`config.mk`:
```
export PLATFORM = sky130hd
export DESIGN_NAME = arcade_input_ctrl
export DESIGN_NICKNAME = d
export VERILOG_FILES = /design/src/rtl/arcade_input_ctrl.sv
export SDC_FILE = /design/constraint.sdc
export NUM_CORES = 1
export LEC_CHECK = 0
export BUFFER_PORTS_ARGS = -buffer_cell sky130_fd_sc_hd__buf_2
export CAP_MARGIN = 20
export CORE_MARGIN = 8
export CORE_UTILIZATION = 51
export DETAILED_ROUTE_END_ITERATION = 6
export PLACE_DENSITY_LB_ADDON = 0.15
export SYNTH_ARGS = -nofsm -noshare
export SYNTH_HDL_FRONTEND = slang
export SYNTH_SLANG_ARGS = --single-unit
```
`constraint.sdc`:
```
create_clock -name clk_sys -period 4.11 [get_ports clk_sys]
set_input_delay 0.6165 -clock clk_sys [delete_from_list [all_inputs] [get_ports clk_sys]]
set_output_delay 0.6165 -clock clk_sys [all_outputs]
set_load 0.05 [all_outputs]
```
`src/rtl/arcade_input_ctrl.sv`:
```
// Arcade control front end: PS/2 + joystick decode, rotation,
// opposite-direction cleaning, coin pulses and frame-locked autofire.
module arcade_input_ctrl #(
  parameter int          PLAYERS         = 2,
  parameter logic [15:0] COIN_PULSE_CYC  = 16'd12000,
  parameter int          AUTOFIRE_FRAMES = 4,
  parameter bit          COIN_ON_START   = 1'b1
) (
  input  logic                    clk_sys,
  input  logic                    RESET_N,
  input  logic [64:0]             ps2_key,
  input  logic [16*PLAYERS-1:0]   joy_in,
  input  logic                    merge_joys,
  input  logic [1:0]              rotate,
  input  logic [PLAYERS-1:0]      autofire_en,
  input  logic                    ce_frame,
  output logic [4*PLAYERS-1:0]    dir_out,
  output logic [PLAYERS-1:0]      fire_out,
  output logic [PLAYERS-1:0]      start_out,
  output logic [PLAYERS-1:0]      coin_out
);

  localparam int AFW = $clog2(AUTOFIRE_FRAMES + 1);

  logic       r_old;
  logic [6:0] r_k0;
  logic [6:0] r_k1;
  logic       w_pressed;
  logic       w_ext;
  logic       w_evt;
  logic [8:0] w_code;

  assign w_pressed = ps2_key[15:8] != 8'hF0;
  assign w_ext     = w_pressed ? (ps2_key[15:8] == 8'hE0)
                               : (ps2_key[23:16] == 8'hE0);
  assign w_code    = (|ps2_key[63:24]) ? 9'd0 : {w_ext, ps2_key[7:0]};
  assign w_evt     = r_old != ps2_key[64];

  // key bits: 0 R, 1 L, 2 D, 3 U, 4 fire, 5 start, 6 coin
  always_ff @(posedge clk_sys or negedge RESET_N) begin
    if (!RESET_N) begin
      r_old <= 1'b0;
      r_k0  <= '0;
      r_k1  <= '0;
    end else begin
      r_old <= ps2_key[64];
      if (w_evt) begin
        case (w_code)
          9'h175:         r_k0[3] <= w_pressed;
          9'h172:         r_k0[2] <= w_pressed;
          9'h16B:         r_k0[1] <= w_pressed;
          9'h174:         r_k0[0] <= w_pressed;
          9'h029, 9'h014: r_k0[4] <= w_pressed;
          9'h005:         r_k0[5] <= w_pressed;
          9'h02E:         r_k0[6] <= w_pressed;
          9'h02D:         r_k1[3] <= w_pressed;
          9'h02B:         r_k1[2] <= w_pressed;
          9'h023:         r_k1[1] <= w_pressed;
          9'h034:         r_k1[0] <= w_pressed;
          9'h01C:         r_k1[4] <= w_pressed;
          9'h006:         r_k1[5] <= w_pressed;
          9'h036:         r_k1[6] <= w_pressed;
          default: ;
        endcase
      end
    end
  end

  logic [7:0] w_src [PLAYERS];
  logic [7:0] w_merge;
  logic [7:0] w_k0;
  logic [7:0] w_k1;
  logic [8*PLAYERS-1:0] w_unused_hi;

  assign w_k0 = {r_k0[6], 1'b0, r_k0[5:0]};
  assign w_k1 = {r_k1[6], 1'b0, r_k1[5:0]};

  // sources use the joystick bit layout, coin at bit 7
  always_comb begin
    w_merge = '0;
    for (int k = 0; k < PLAYERS; k++) w_merge |= joy_in[16*k +: 8];
    for (int k = 0; k < PLAYERS; k++) begin
      w_src[k] = merge_joys ? w_merge : joy_in[16*k +: 8];
      if (k == 0) w_src[k] |= w_k0;
      if (k == 1) w_src[k] |= w_k1 | {2'b00, joy_in[6], 5'b00000};
    end
  end

  function automatic logic [3:0] f_dir(input logic [3:0] d,
                                       input logic [1:0] r);
    logic [3:0] o;
    case (r)
      2'd0: o = d;
      2'd1: o = {d[1], d[0], d[2], d[3]};
      2'd2: o = {d[2], d[3], d[0], d[1]};
      2'd3: o = {d[0], d[1], d[3], d[2]};
    endcase
    if (o[3] & o[2]) o[3:2] = 2'b00;
    if (o[1] & o[0]) o[1:0] = 2'b00;
    return o;
  endfunction

  for (genvar k = 0; k < PLAYERS; k++) begin : g_pl
    logic [3:0]     r_dir;
    logic           r_start;
    logic           r_fire;
    logic           r_act;
    logic           r_prev;
    logic [15:0]    r_coin;
    logic [AFW-1:0] r_afc;
    logic           w_fire;
    logic           w_trig;

    assign w_unused_hi[8*k +: 8] = joy_in[16*k+8 +: 8];
    assign w_fire = w_src[k][4];
    assign w_trig = w_src[k][7] | (COIN_ON_START & w_src[k][5]);

    always_ff @(posedge clk_sys or negedge RESET_N) begin
      if (!RESET_N) begin
        r_dir   <= '0;
        r_start <= 1'b0;
        r_prev  <= 1'b0;
        r_coin  <= '0;
      end else begin
        r_dir   <= f_dir(w_src[k][3:0], rotate);
        r_start <= w_src[k][5];
        r_prev  <= w_trig;
        if (r_coin != 16'd0)
          r_coin <= r_coin - 16'd1;
        else if (w_trig & ~r_prev)
          r_coin <= COIN_PULSE_CYC;
      end
    end

    // r_act marks a press already in autofire; its absence restarts phase 1
    always_ff @(posedge clk_sys or negedge RESET_N) begin
      if (!RESET_N) begin
        r_fire <= 1'b0;
        r_act  <= 1'b0;
        r_afc  <= '0;
      end else begin
        r_act <= autofire_en[k] & w_fire;
        if (!autofire_en[k]) begin
          r_fire <= w_fire;
          r_afc  <= '0;
        end else if (!w_fire) begin
          r_fire <= 1'b0;
          r_afc  <= '0;
        end else if (!r_act) begin
          r_fire <= 1'b1;
          r_afc  <= '0;
        end else if (ce_frame) begin
          if (r_afc == AFW'(AUTOFIRE_FRAMES - 1)) begin
            r_fire <= ~r_fire;
            r_afc  <= '0;
          end else begin
            r_afc <= r_afc + 1'b1;
          end
        end
      end
    end

    assign dir_out[4*k +: 4] = r_dir;
    assign fire_out[k]       = r_fire;
    assign start_out[k]      = r_start;
    assign coin_out[k]       = r_coin != 16'd0;
  end

endmodule

```
==> out/results.txt <==
Vias/cell -> 5.52
actual slew at the worst max-slew pin -> 0.738 ns
clk_lat worst skew -> 0.34 ns
largest cells by area after synthesis -> dfrtp_1, mux2_2, mux2i_1
die width -> 100 um
Worst Reg2Reg Path Length in Cells -> 7
# IOs -> 119
Synth area leader -> dfrtp_1
vias in the first global route -> 3160
final slew viol count -> 0
max-cap viol count -> 0
period utilization -> 77.1%
most frequently used flop master after synthesis -> dfrtp_1
critical path type -> reg2out
syn_area_per_cell -> 10.1 um^2
TNS Setup -> 0 ns
H-tree depth -> 3
GRT overflow -> 0
hold crit path type -> in2async
Cell variety after synth -> 53
status -> finished, final reports clean
Post-synth EDFFs -> 0
first-pass GRT wire length -> 14300 um
Syn Nets -> 466
initial core utilization -> 52.8%
antenna viol nets, final -> 0
Fillers -> 574
Setup Skew -> 0.00581 ns
initial antenna violation count -> 0
share of cells above drive strength 1 -> 31.3%
cell area after synthesis -> 3610 um^2
GPL Wtd Cong -> 0.816
Critical Path End Type -> output pin
Pre-Repair DR Iteration Count -> 4
Post-Route WL -> 8350 um
Critical Path RT -> 3.49 ns
#FFs+latches synth -> 69
Layout Utilization -> 64.5%
ant diodes -> 0
pin count of the biggest net entering global routing -> 48
cells after synthesis -> 357
Worst-path clk slew -> 0.07 ns
post_cts resized -> 0
Die Ht -> 100 um
hold_buf cts -> 0
Final nets -> 571
drt wl/cell -> 14.8 um
peak supply drop -> 0.182 mV
post-synth top area share -> 47.9%
area delta synth->final -> 22.1%
final setup violation count -> 0
Final WS setup -> 0.943 ns
Ys Warns -> 0
total CTS buffers -> 9
Pleak -> 1.98 nW
via count -> 3110
Fin. Hold Viols -> 0
Initial DRC Count -> 137
Core Rows -> 30
RSZ-0062 raised after global routing -> no
Rel. slew slack -> 50.3%
minimum clock period -> 3.17 ns
FMAX -> 0.316 GHz
sequential element share of the synthesized area -> 47.9%
dpl ws -> 1.36 ns
Max clock buf depth -> 2
I/O Buffers -> 101
total power per unit cell area -> 321 nW/um^2
CTS Root Cell -> clkbuf_8
fin area -> 4410 um^2
Core Area -> 6830 um^2
CTS tree -> done
Setup Fix Bufs, Post-CTS -> 0
Sink Count -> 69
DR DRC count -> 0
post-detail-place hpwl -> 6510 um
Synth async-reset ratio -> 100%
GRT Overall Usage -> 17.6%
Worst Path Arrival -> 2.55 ns
largest fanout on the critical path -> 10
Setup crit start kind -> flop
die area -> 10000 um^2
area of placed instances -> 4190 um^2
==> cell type report <==
class                           instances  area (um^2)  share of cell area (%)
Multi-Input combinational cell        267         1790                    40.5
Sequential cell                        69         1730                    39.2
Timing Repair Buffer                  104          541                    12.3
Clock buffer                           11          141                    3.21
Tap cell                               96          120                    2.73
Clock inverter                          5         50.0                    1.14
Inverter                               11         41.3                   0.937
==> metal layers <==
layer  vias up  wire length, um  GRT usage (%)
li1       1532                -              -
met1      1454             3920           22.7
met2       116             3720           26.7
met3         8              641           6.23
met4         0               70           5.81
met5         -                0              0
==> flip-flops by register name, summed over array words and instances, names as in the netlist <==
signal / count
g_pl.r_act: 2
g_pl.r_afc: 6
g_pl.r_coin: 32
g_pl.r_dir: 8
g_pl.r_fire: 2
g_pl.r_prev: 2
g_pl.r_start: 2
r_k0: 7
r_k1: 7
r_old: 1
==> power by group <==
| group | switching [mW] | internal [mW] | leakage, nW |
|---|---|---|---|
| Combinational | 0.104 | 0.0652 | 1.01 |
| Sequential | 0.00747 | 0.694 | 0.864 |
| Clock | 0.249 | 0.293 | 0.103 |
| Total | 0.360 | 1.05 | 1.98 |
==> cell usage in the layout (no fill, tap or decap), types with 5 or more instances in the layout <==
master,netlist,layout
buf_2,2,101
dfrtp_1,69,69
nor2_1,25,25
nand2_1,24,24
a21oi_1,20,20
nor4_1,16,16
mux2_2,16,16
o21ai_0,15,15
mux2i_1,13,13
nor3_1,11,11
nand4_1,11,11
inv_1,10,10
clkbuf_8,0,10
nand2b_1,9,9
nand3_1,8,8
nand3b_1,8,8
a211oi_1,7,7
a211o_1,7,7
and3_1,7,7
xnor2_1,7,7
xor2_1,6,6
or4_1,5,5
nor2b_1,5,5
or3_1,5,5
nand4b_1,5,5
==> cells by family (layout without fill, tap and decap cells) <==
logic type / count (synthesis) / count (layout) / synth area share (%)
muxes: 30 / 30 / 8.91
xor gates and xnor gates: 13 / 13 / 3.16
buffers and inverters: 21 / 131 / 2.67
DFF: 69 / 69 / 47.9
and+or+nand+nor: 157 / 157 / 25.0
adders and majority gates: 4 / 4 / 1.39
AOI/OAI and AO/OA: 63 / 63 / 11.0
==> metrics by stage <==
stage / std cells / total power [mW] / hold WS, ns
floorplan: 357 / 0.805 / 0.321
global placement: 546 / 0.880 / 0.437
detailed placement: 546 / 0.883 / 0.448
CTS: 562 / 1.42 / 0.392
global route: 563 / 1.48 / 0.0986
finish: 563 / 1.41 / 0.111
==> synthesized netlist by cell type (6+ instances only) <==
cell type,number
a21oi_1,20
o21ai_0,15
nand4_1,11
xnor2_1,7
mux2_2,16
nor3_1,11
a211oi_1,7
and3_1,7
nand3b_1,8
xor2_1,6
nand3_1,8
inv_1,10
dfrtp_1,69
nand2_1,24
nor2_1,25
nor4_1,16
a211o_1,7
nand2b_1,9
mux2i_1,13
==> final timing paths <==
check,startpoint,end,slack [ns]
max in group asynchronous,RESET_N,g_pl[1].r_coin[10],3.46
worst min-delay path,RESET_N,g_pl[1].r_coin[4],0.11
min in group clk_sys,ps2_key[64],r_old,0.41
worst max-delay path,g_pl[1].r_coin[0],coin_out[1],0.94
worst min register to register,g_pl[1].r_act,g_pl[1].r_fire,0.46
worst max register to register,g_pl[0].r_coin[1],g_pl[0].r_coin[12],1.65
==> worst max-delay path, stage by stage (launching register included) <==
cell and delay [ns]:
dfrtp_1 0.42, inv_1 0.08, ha_1 0.18, nor3b_1 0.41, nand3_1 0.31, nor2_2 0.40, inv_1 0.17, buf_2 0.24
(Power assumes the default switching activity.)
